File: config.mk
export PLATFORM = sky130hd
export DESIGN_NAME = time_set_entry
export DESIGN_NICKNAME = d
export VERILOG_FILES = /design/src/rtl/time_set_pkg.sv /design/src/rtl/key_debounce.sv /design/src/rtl/time_set_entry.sv
export SDC_FILE = /design/constraint.sdc
export NUM_CORES = 1
export LEC_CHECK = 0
export ABC_CLOCK_PERIOD_IN_PS = 2000
export CORE_UTILIZATION = 54
export CTS_BUF_LIST = sky130_fd_sc_hd__clkbuf_2 sky130_fd_sc_hd__clkbuf_4 sky130_fd_sc_hd__clkbuf_8
export DETAILED_ROUTE_END_ITERATION = 8
export PLACE_DENSITY = 0.76
export SYNTH_ARGS = -nofsm -noshare
export SYNTH_HDL_FRONTEND = slang
export SYNTH_SLANG_ARGS = --single-unit
File: constraint.sdc
create_clock -name clk_i -period 2 [get_ports clk_i]
set_input_delay 0.5 -clock clk_i [delete_from_list [all_inputs] [get_ports clk_i]]
set_output_delay 0.5 -clock clk_i [all_outputs]
set_load 0.05 [all_outputs]
File: src/rtl/time_set_pkg.sv
// Shared types, field indices and BCD limits for the time-set entry front end,
// plus the per-field digit validity check used by the edit FSM.
package time_set_pkg;

  typedef enum logic [2:0] {
    ST_IDLE,
    ST_EDIT_HH,
    ST_EDIT_HL,
    ST_EDIT_MH,
    ST_EDIT_ML,
    ST_COMMIT
  } state_t;

  localparam logic [1:0] FIELD_HH = 2'd0;
  localparam logic [1:0] FIELD_HL = 2'd1;
  localparam logic [1:0] FIELD_MH = 2'd2;
  localparam logic [1:0] FIELD_ML = 2'd3;

  localparam logic [3:0] HH_MAX_24  = 4'd2;
  localparam logic [3:0] HH_MAX_12  = 4'd1;
  localparam logic [3:0] HL_MAX_AT2 = 4'd3;
  localparam logic [3:0] HL_MAX_AT1 = 4'd2;
  localparam logic [3:0] HL_MIN_AT0 = 4'd1;
  localparam logic [3:0] MH_MAX     = 4'd5;
  localparam logic [3:0] DIGIT_MAX  = 4'd9;

  // Hour-low limits depend on the already-staged hour-high digit.
  function automatic logic digitValid(input logic [1:0] field,
                                      input logic [3:0] digit,
                                      input logic [3:0] stagedHh,
                                      input logic       hour24);
    logic ok;
    ok = 1'b0;
    if (digit <= DIGIT_MAX) begin
      case (field)
        FIELD_HH: ok = hour24 ? (digit <= HH_MAX_24) : (digit <= HH_MAX_12);
        FIELD_HL: begin
          if (hour24)
            ok = (stagedHh == HH_MAX_24) ? (digit <= HL_MAX_AT2) : 1'b1;
          else if (stagedHh == 4'd0)
            ok = (digit >= HL_MIN_AT0);
          else
            ok = (digit <= HL_MAX_AT1);
        end
        FIELD_MH: ok = (digit <= MH_MAX);
        default:  ok = 1'b1;
      endcase
    end
    return ok;
  endfunction

endpackage

File: src/rtl/key_debounce.sv
// Pushbutton conditioner: 2-FF synchronizer, stability counter, and a
// one-cycle press pulse on each accepted 1-to-0 transition.
module key_debounce #(
  parameter int DEBOUNCE_CYCLES = 1000000
) (
  input  logic clk_i,
  input  logic rst_i,
  input  logic key_n_i,
  output logic press_o
);

  localparam int CW = (DEBOUNCE_CYCLES > 2) ? $clog2(DEBOUNCE_CYCLES) : 1;
  localparam logic [CW-1:0] CNT_LAST = CW'(DEBOUNCE_CYCLES - 1);

  logic          r_sync1;
  logic          r_sync2;
  logic          r_stable;
  logic          r_stableDly;
  logic [CW-1:0] r_count;
  logic          r_press;

  // The count only runs while the synchronized level disagrees with the
  // accepted level and stops at CNT_LAST, so it can never wrap.
  always_ff @(posedge clk_i) begin
    if (rst_i) begin
      r_sync1     <= 1'b1;
      r_sync2     <= 1'b1;
      r_stable    <= 1'b1;
      r_stableDly <= 1'b1;
      r_count     <= '0;
      r_press     <= 1'b0;
    end else begin
      r_sync1     <= key_n_i;
      r_sync2     <= r_sync1;
      r_stableDly <= r_stable;
      r_press     <= r_stableDly & ~r_stable;
      if (r_sync2 != r_stable) begin
        if (r_count == CNT_LAST) begin
          r_stable <= r_sync2;
          r_count  <= '0;
        end else begin
          r_count <= r_count + 1'b1;
        end
      end else begin
        r_count <= '0;
      end
    end
  end

  assign press_o = r_press;

endmodule

File: src/rtl/time_set_entry.sv
// Operator time entry: debounced edit/cancel keys walk four BCD fields,
// validate each digit, then commit the whole time with a one-cycle load strobe.
module time_set_entry
  import time_set_pkg::*;
#(
  parameter int DEBOUNCE_CYCLES = 1000000,
  parameter bit HOUR24          = 1'b1
) (
  input  logic       clk_i,
  input  logic       rst_i,
  input  logic       key_edit_n_i,
  input  logic       key_cancel_n_i,
  input  logic [3:0] sw_digit_i,
  output logic [3:0] hourhigh_o,
  output logic [3:0] hourlow_o,
  output logic [3:0] minhigh_o,
  output logic [3:0] minlow_o,
  output logic       load_o,
  output logic       editing_o,
  output logic [1:0] field_o,
  output logic       err_o
);

  localparam logic [3:0] RST_HH = HOUR24 ? 4'd0 : 4'd1;
  localparam logic [3:0] RST_HL = HOUR24 ? 4'd0 : 4'd2;

  logic       w_editPress;
  logic       w_cancelPress;
  logic [1:0] w_curField;
  state_t     w_advState;
  logic       w_digitOk;

  state_t     r_state;
  logic [3:0] r_staged [4];
  logic [3:0] r_commit [4];
  logic       r_load;
  logic       r_err;
  logic       r_editing;
  logic [1:0] r_field;

  key_debounce #(.DEBOUNCE_CYCLES(DEBOUNCE_CYCLES)) u_editDebounce (
    .clk_i   (clk_i),
    .rst_i   (rst_i),
    .key_n_i (key_edit_n_i),
    .press_o (w_editPress)
  );

  key_debounce #(.DEBOUNCE_CYCLES(DEBOUNCE_CYCLES)) u_cancelDebounce (
    .clk_i   (clk_i),
    .rst_i   (rst_i),
    .key_n_i (key_cancel_n_i),
    .press_o (w_cancelPress)
  );

  always_comb begin
    w_curField = FIELD_HH;
    w_advState = ST_COMMIT;
    case (r_state)
      ST_EDIT_HH: begin w_curField = FIELD_HH; w_advState = ST_EDIT_HL; end
      ST_EDIT_HL: begin w_curField = FIELD_HL; w_advState = ST_EDIT_MH; end
      ST_EDIT_MH: begin w_curField = FIELD_MH; w_advState = ST_EDIT_ML; end
      ST_EDIT_ML: begin w_curField = FIELD_ML; w_advState = ST_COMMIT;  end
      default:    begin w_curField = FIELD_HH; w_advState = ST_COMMIT;  end
    endcase
  end

  assign w_digitOk = digitValid(w_curField, sw_digit_i, r_staged[FIELD_HH], HOUR24);

  // editing/field are written alongside every state change so they track
  // the state register exactly; committed digits only move in COMMIT.
  always_ff @(posedge clk_i) begin
    if (rst_i) begin
      r_state   <= ST_IDLE;
      r_staged  <= '{RST_HH, RST_HL, 4'd0, 4'd0};
      r_commit  <= '{RST_HH, RST_HL, 4'd0, 4'd0};
      r_load    <= 1'b0;
      r_err     <= 1'b0;
      r_editing <= 1'b0;
      r_field   <= FIELD_HH;
    end else begin
      r_load <= 1'b0;
      r_err  <= 1'b0;
      case (r_state)
        ST_IDLE: begin
          r_staged <= r_commit;
          if (w_editPress) begin
            r_state   <= ST_EDIT_HH;
            r_editing <= 1'b1;
            r_field   <= FIELD_HH;
          end
        end
        ST_EDIT_HH, ST_EDIT_HL, ST_EDIT_MH, ST_EDIT_ML: begin
          if (w_cancelPress) begin
            r_state   <= ST_IDLE;
            r_editing <= 1'b0;
            r_field   <= FIELD_HH;
          end else if (w_editPress) begin
            if (w_digitOk) begin
              r_staged[w_curField] <= sw_digit_i;
              r_state              <= w_advState;
              if (w_advState == ST_COMMIT) begin
                r_editing <= 1'b0;
                r_field   <= FIELD_HH;
              end else begin
                r_field <= w_curField + 2'd1;
              end
            end else begin
              r_err <= 1'b1;
            end
          end
        end
        ST_COMMIT: begin
          r_commit <= r_staged;
          r_load   <= 1'b1;
          r_state  <= ST_IDLE;
        end
        default: begin
          r_state   <= ST_IDLE;
          r_editing <= 1'b0;
          r_field   <= FIELD_HH;
        end
      endcase
    end
  end

  assign hourhigh_o = r_commit[FIELD_HH];
  assign hourlow_o  = r_commit[FIELD_HL];
  assign minhigh_o  = r_commit[FIELD_MH];
  assign minlow_o   = r_commit[FIELD_ML];
  assign load_o     = r_load;
  assign err_o      = r_err;
  assign editing_o  = r_editing;
  assign field_o    = r_field;

endmodule

# == Word-level counts from Yosys, hierarchy flattened ==
# Index checks and enable logic that the tools add are counted.
# totals
regBits,90
latchBits,0
ramBits,0
inputBits,8
mem_count,0
romBits,0
# op_classes
bitwise_logic,10
eq_ne,20
n_mux,31
n_mul,0
shifts,0
reduce_logical,14
div_mod_pow,0
magnitude_cmp,6
addsub,3
# ops
op,n
$mux 16,3
$add 20x1->20 const B,2
$eq 20x20->1 const B,2
$pmux 16 s2,1
$bwmux 16,1
$mux 3,4
$pmux 2 s3,2
$mux 2,5
$eq 3x3->1 const B,3
$mux 1,9
$pmux 3 s3,1
$demux 4 s2,1
$le 4x2->1 const B,2
$reduce_and 4->1,2
$reduce_or 4->1,2
$not 1->1,7
$eq 3x2->1 const B,2
$ne 3x2->1 const B,2
$pmux 1 s3,2
$pmux 3 s2,1
$reduce_or 3->1,2
$reduce_and 5->1,1
$eq 4x2->1 const B,1
$le 4x3->1 const B,1
other kinds (20),25

# == Depth between registers and ports, before layout ==
# logic_depth
ltp_word,12
mapped_depth,7
mapped_depth_nobuf,6

# == By module ==
# Synthesis repeated with hierarchy kept, for this count alone.
# unflattened
hier_cells,470
area_unflattened_um2,4058.9
# modules_own_cells
mod,cells_each,area_each_um2,n_inst
key_debounce,120,1081.0,2
time_set_entry,230,1896.8,1

# == Worst setup path before layout ==
# Ideal clock, no wire load.
# synth_path
path_kind,input to register
from,input port sw_digit_i[1]
to,"register r_field[1], in the netlist field_o[1]"
t_arrival_ps,1785
required_ps,1879
setup_time_ps,121
cell_stages,6
path_buffers,1
path_slack_ps,94
path_cell_list,clkbuf_1 > nand2_1 > a32o_2 > o32ai_4 > nor2_2 > mux2_4
# synth_between
elab_chain_cells,6
elab_cells_between_ends,9
cone_classes,order compare (4); eq/ne (1); mux (3); reduce/logical (1)
# synth_lines
element,line_no,text
"start, declared",time_set_entry.sv:13,"input logic [3:0] sw_digit_i,"
$le 4x2->1,time_set_pkg.sv:39,ok = (stagedHh == HH_MAX_24) ? (digit <= HL_MAX_AT2) : 1'b1;
$mux 1,time_set_pkg.sv:39,
$pmux 1 s3,time_set_pkg.sv:35,case (field)
$mux 1 *,time_set_pkg.sv:34,if (digit <= DIGIT_MAX) begin
$ne 3x2->1 (no source line) *,-,
$reduce_and 4->1 (no source line) *,-,
"end signal, assigned",time_set_entry.sv:105,r_field <= w_curField + 2'd1;
"end, declared",time_set_entry.sv:39,logic [1:0] r_field;
# Mark *: on every way between the ends. The rest lies on a longest branch, timed or not.
# A chain may end at the register's enable or synchronous reset.

# == Worst setup path in the final report ==
# layout_path
from,"register r_load, in the netlist load_o"
to,output port load_o
# layout_lines
element,line_no,text
"start, declared",time_set_entry.sv:36,logic r_load;
"start signal, assigned",time_set_entry.sv:76,r_load <= 1'b0;
"start signal, assigned",time_set_entry.sv:81,r_load <= 1'b0;
"start signal, assigned",time_set_entry.sv:114,r_load <= 1'b1;
"end, declared",time_set_entry.sv:18,"output logic load_o,"
# No word-level cell between the ends.

==> impl_results.html <==
<table>
<tr><th>Metric</th><th>Value</th></tr>
<tr><th colspan="2">CTS</th></tr>
<tr><td>Clock-pin slew on the worst setup and hold paths</td><td>0.08 ns</td></tr>
<tr><td>Clock root buffer</td><td>sky130_fd_sc_hd__clkbuf_8</td></tr>
<tr><td>H-tree depth reported by CTS</td><td>3</td></tr>
<tr><td>Number of clock sinks</td><td>90</td></tr>
<tr><td>Number of hold buffers added after CTS</td><td>0</td></tr>
<tr><td>Number of clock buffers inserted by TritonCTS</td><td>9</td></tr>
<tr><td>Maximum number of buffers from clock root to sink</td><td>2</td></tr>
<tr><td>CTS tree</td><td>built</td></tr>
<tr><td>Later-pin clock latency in the skew report</td><td>between 0.3 and 0.4 ns</td></tr>
<tr><th colspan="2">Finish</th></tr>
<tr><td>Most common cell after layout, fill and taps aside</td><td>sky130_fd_sc_hd__dfxtp_1</td></tr>
<tr><td>Number of antenna diodes</td><td>0</td></tr>
<tr><td>Signed area change from the synthesized netlist to the final layout</td><td>18.48%</td></tr>
<tr><td>Commonest non-fill, non-tap cells in the layout</td><td>90 x sky130_fd_sc_hd__dfxtp_1, 80 x sky130_fd_sc_hd__nor2_1, 60 x sky130_fd_sc_hd__nand2_1, 54 x sky130_fd_sc_hd__buf_4, 27 x sky130_fd_sc_hd__a21oi_1</td></tr>
<tr><td>Final #Nets</td><td>524</td></tr>
<tr><td>Share of layout cells above drive strength 1</td><td>0.1676</td></tr>
<tr><td>Finished Cell Area</td><td>roughly 4600 sq um</td></tr>
<tr><td>Final standard cell utilization of the core</td><td>0.6725</td></tr>
<tr><th colspan="2">STA</th></tr>
<tr><td>Fmax</td><td>0.5146 GHz</td></tr>
<tr><td>Crit path time final</td><td>just under 2 ns</td></tr>
<tr><td>Setup-violating endpoint count in the final report</td><td>0</td></tr>
<tr><td>Final period util</td><td>0.9717</td></tr>
<tr><td>Max-slew headroom at the worst pin</td><td>0.6694</td></tr>
<tr><td>RSZ-0062 raised after global routing</td><td>false</td></tr>
<tr><td>Total negative setup slack</td><td>0 ns</td></tr>
<tr><td>Final worst slack</td><td>roughly 0.057 ns</td></tr>
<tr><td>Final-report hold violation count</td><td>0</td></tr>
<tr><td>Skew final</td><td>around 0.0085 ns</td></tr>
<tr><td>Transition time at the pin with the least slew margin</td><td>about 0.49 ns</td></tr>
<tr><td>Fin. max-slew vios</td><td>0</td></tr>
<tr><th colspan="2">Power and ir drop</th></tr>
<tr><td>Peak ir drop on the vdd network</td><td>roughly 0.54 mV</td></tr>
<tr><td>Power per standard cell area</td><td>687.7 nW/um^2</td></tr>
<tr><td>LEAKAGE</td><td>roughly 1.7 nW</td></tr>
<tr><th colspan="2">Critical path</th></tr>
<tr><td>Crit path from</td><td>load_o$_SDFF_PP0_</td></tr>
<tr><td>Setup crit end kind</td><td>primary output</td></tr>
<tr><td>Series of cell instances along the critical path</td><td>clkdlybuf4s50_1</td></tr>
<tr><td>Top Family by Delay on Critical Path</td><td>buffers and inverters</td></tr>
<tr><td>Sort of element at the start of the critical path</td><td>flop</td></tr>
<tr><td>WS Path Type</td><td>reg -&gt; out</td></tr>
<tr><td>Slowest CP cell</td><td>sky130_fd_sc_hd__clkdlybuf4s50_1</td></tr>
<tr><td>Reg2Reg Launch Point</td><td>u_editDebounce.r_count[0]$_SDFF_PP0_</td></tr>
<tr><td>Delay of the slowest cell on the worst path</td><td>0.79 ns</td></tr>
<tr><td>Bufs and invs on worst path</td><td>1</td></tr>
<tr><td>Worst path required time</td><td>approximately 1.5 ns</td></tr>
<tr><td>Largest driver fanout on the critical path</td><td>1</td></tr>
<tr><td>Data arrival time at the worst-slack endpoint</td><td>~1.4 ns</td></tr>
<tr><th colspan="2">Routing</th></tr>
<tr><td>Average routed wire per standard cell</td><td>roughly 14 um</td></tr>
<tr><td>Number of DRC markers in iteration 0</td><td>between 100 and 150</td></tr>
<tr><td>Final wirelength</td><td>about 8400 um</td></tr>
<tr><td>Vias per cell</td><td>5.457</td></tr>
<tr><td>DRC violations left</td><td>0</td></tr>
<tr><td>Final antenna-violating net count</td><td>0</td></tr>
<tr><td>Detailed-routing iteration count for the pre-antenna-repair pass</td><td>5</td></tr>
<tr><td>Total via count in the routed design</td><td>3,356</td></tr>
<tr><th colspan="2">Global route</th></tr>
<tr><td>Number of antenna violations at the first check in global routing</td><td>0</td></tr>
<tr><td>Vias in the first global route</td><td>approximately 3,000</td></tr>
<tr><td>First-pass GRT wire length</td><td>roughly 14,000 um</td></tr>
<tr><td>Maximum number of pins on one net before global-route repair</td><td>22</td></tr>
<tr><td>Total global-route track usage</td><td>0.2313</td></tr>
<tr><td>Total congestion overflow</td><td>0</td></tr>
<tr><th colspan="2">Yosys</th></tr>
<tr><td>Dominant synthesized flop cell</td><td>sky130_fd_sc_hd__dfxtp_1</td></tr>
<tr><td>Gate count after technology mapping</td><td>roughly 460</td></tr>
<tr><td>#FFs+latches synth</td><td>90</td></tr>
<tr><td>Number of distinct library cells after synthesis</td><td>52</td></tr>
<tr><td>Cell types occupying the most area after synthesis</td><td>sky130_fd_sc_hd__dfxtp_1 46%, sky130_fd_sc_hd__nor2_1 7.7%, sky130_fd_sc_hd__nand2_1 5.7%</td></tr>
<tr><td>Share of the synthesized area in the top cell type</td><td>0.4596</td></tr>
<tr><td>Average size of a mapped cell</td><td>8.467 sq um</td></tr>
<tr><td>Number of warnings reported in the yosys synthesis log</td><td>0</td></tr>
<tr><td>Most area-hungry cell type in the Yosys netlist</td><td>sky130_fd_sc_hd__dfxtp_1</td></tr>
<tr><td>Netlist area before placement</td><td>about 4000 sq um</td></tr>
<tr><td>Net count after synthesis</td><td>roughly 470</td></tr>
<tr><td>Fraction of registers with async set or reset after synthesis</td><td>0</td></tr>
<tr><td>Post-synth EDFFs</td><td>0</td></tr>
<tr><td>Sequential share of the synthesized area</td><td>0.4596</td></tr>
<tr><th colspan="2">Placed design</th></tr>
<tr><td>Area after DPL</td><td>approximately 4400 sq um</td></tr>
<tr><td>RePlAce Congestion</td><td>0.9511</td></tr>
<tr><td>Worst slack at placement</td><td>-0.4011 ns</td></tr>
<tr><td>Detailed-placement wirelength estimate</td><td>approximately 5900 um</td></tr>
<tr><td>Port Buffer Count</td><td>28</td></tr>
<tr><th colspan="2">Min path</th></tr>
<tr><td>Hold path start</td><td>u_editDebounce.r_stableDly$_SDFF_PP1_</td></tr>
<tr><td>Type of the most critical hold path</td><td>reg -&gt; reg</td></tr>
<tr><th colspan="2">Floorplan</th></tr>
<tr><td>Die X-Extent</td><td>between 80 and 90 um</td></tr>
<tr><td>Num ports</td><td>29</td></tr>
<tr><td>Site row count</td><td>30</td></tr>
<tr><td>Die outline area</td><td>roughly 7600 sq um</td></tr>
<tr><td>Core region area</td><td>6907 sq um</td></tr>
<tr><td>Starting utilization of the core area</td><td>0.5676</td></tr>
<tr><td>Die H</td><td>87.20 um</td></tr>
<tr><th colspan="2">Job</th></tr>
<tr><td>Maximum capacitance violations</td><td>0</td></tr>
<tr><th colspan="2">Outcome</th></tr>
<tr><td>Status</td><td>finished, final reports clean</td></tr>
</table>
-- metal layers --
layer / up-vias / track usage / share of wire
li1: 1688 / - / -
met1: 1571 / 0.2829 / 0.45
met2: 87 / 0.3830 / 0.48
met3: 10 / 0.06351 / 0.053
met4: 0 / 0.09985 / 0.016
met5: - / 0 / 0
-- area by class of cell --
cell class | count | area, sq um
Inverter | 7 | 26.28
Tap cell | 96 | 120.1
Fill cell | 606 | 2262
Clock buffer | 14 | 173.9
Timing Repair Buffer | 64 | 505.5
Sequential cell | 90 | 1802
Multi-Input combinational cell | 342 | 1982
Clock inverter | 2 | 35.03
-- report_power, final --
group	switching, mW	internal (mW)
logic	0.0645	0.0500
clock network	0.586	0.687
registers	0.00662	1.80
total	0.657	2.54
-- synthesized netlist by cell type, types with 2 or more instances --
library cell / n
sky130_fd_sc_hd__nor4b_1: 3
sky130_fd_sc_hd__a211o_1: 2
sky130_fd_sc_hd__and2_1: 3
sky130_fd_sc_hd__buf_2: 7
sky130_fd_sc_hd__clkbuf_1: 11
sky130_fd_sc_hd__o21a_1: 2
sky130_fd_sc_hd__nand2_1: 60
sky130_fd_sc_hd__a211oi_1: 12
sky130_fd_sc_hd__inv_1: 7
sky130_fd_sc_hd__nor2b_1: 4
sky130_fd_sc_hd__a22oi_1: 12
sky130_fd_sc_hd__o211ai_1: 2
sky130_fd_sc_hd__dfxtp_1: 90
sky130_fd_sc_hd__o21ai_1: 2
sky130_fd_sc_hd__buf_1: 2
sky130_fd_sc_hd__and4_1: 4
sky130_fd_sc_hd__nor4_1: 4
sky130_fd_sc_hd__nor2_1: 80
sky130_fd_sc_hd__nor3_1: 8
sky130_fd_sc_hd__and3_1: 5
sky130_fd_sc_hd__or2_1: 2
sky130_fd_sc_hd__xor2_1: 12
sky130_fd_sc_hd__a311oi_1: 4
sky130_fd_sc_hd__nand2b_1: 4
sky130_fd_sc_hd__nand3_1: 17
sky130_fd_sc_hd__buf_4: 2
sky130_fd_sc_hd__or3_1: 3
sky130_fd_sc_hd__o21ai_0: 7
sky130_fd_sc_hd__maj3_1: 2
sky130_fd_sc_hd__ha_1: 2
sky130_fd_sc_hd__nand3b_1: 3
sky130_fd_sc_hd__or2_2: 8
sky130_fd_sc_hd__a21oi_1: 27
sky130_fd_sc_hd__xnor2_1: 25
sky130_fd_sc_hd__nand4_1: 8
-- through the flow --
| stage | total power, mW | hold slack [ns] | instances |
|---|---|---|---|
| floorplan | 1.910 | 0.3895 | 463 |
| global placement | 1.958 | 0.4013 | 598 |
| detailed placement | 1.961 | 0.4021 | 598 |
| CTS | 3.223 | 0.4230 | 614 |
| global route | 3.310 | 0.4350 | 615 |
| finish | 3.194 | 0.4169 | 615 |
-- state kept, by name (all words and copies together), names as in the netlist, 2 cells and up --
register                  count
minhigh_o                     4
u_cancelDebounce.r_count     20
u_editDebounce.r_count       20
r_staged                     16
hourhigh_o                    4
r_state                       3
minlow_o                      4
hourlow_o                     4
field_o                       2
-- what timing repair did --
action,4_1_cts,5_1_grt
resized for setup,2,4
endpoints found under the setup margin,3,10
buffers inserted,0,1
gates cloned,0,0
pin swaps,1,1
-- cells by family (layout without fill, tap and decap cells) --
kind of cell	Yosys count	count (layout)	synth area share
and+or+nand+nor	220	220	0.2611
DFF	90	90	0.4596
AOI/OAI and AO/OA	79	79	0.1427
xor gates and xnor gates	37	37	0.08267
buffers and inverters	31	87	0.03607
adders and majority gates	4	4	0.01149
muxes	2	2	0.006383
-- path summary, 6_finish.rpt --
check	to	slack, ns	depth (start not counted)
hold / removal	u_editDebounce.press_o$_SDFF_PP0_	0.42	2
setup reg to reg	u_editDebounce.r_count[10]$_SDFF_PP0_	0.15	5
setup / recovery	load_o	0.06	1
hold reg to reg	u_editDebounce.press_o$_SDFF_PP0_	0.42	2
Note: power is estimated with default switching activity, not from simulation.
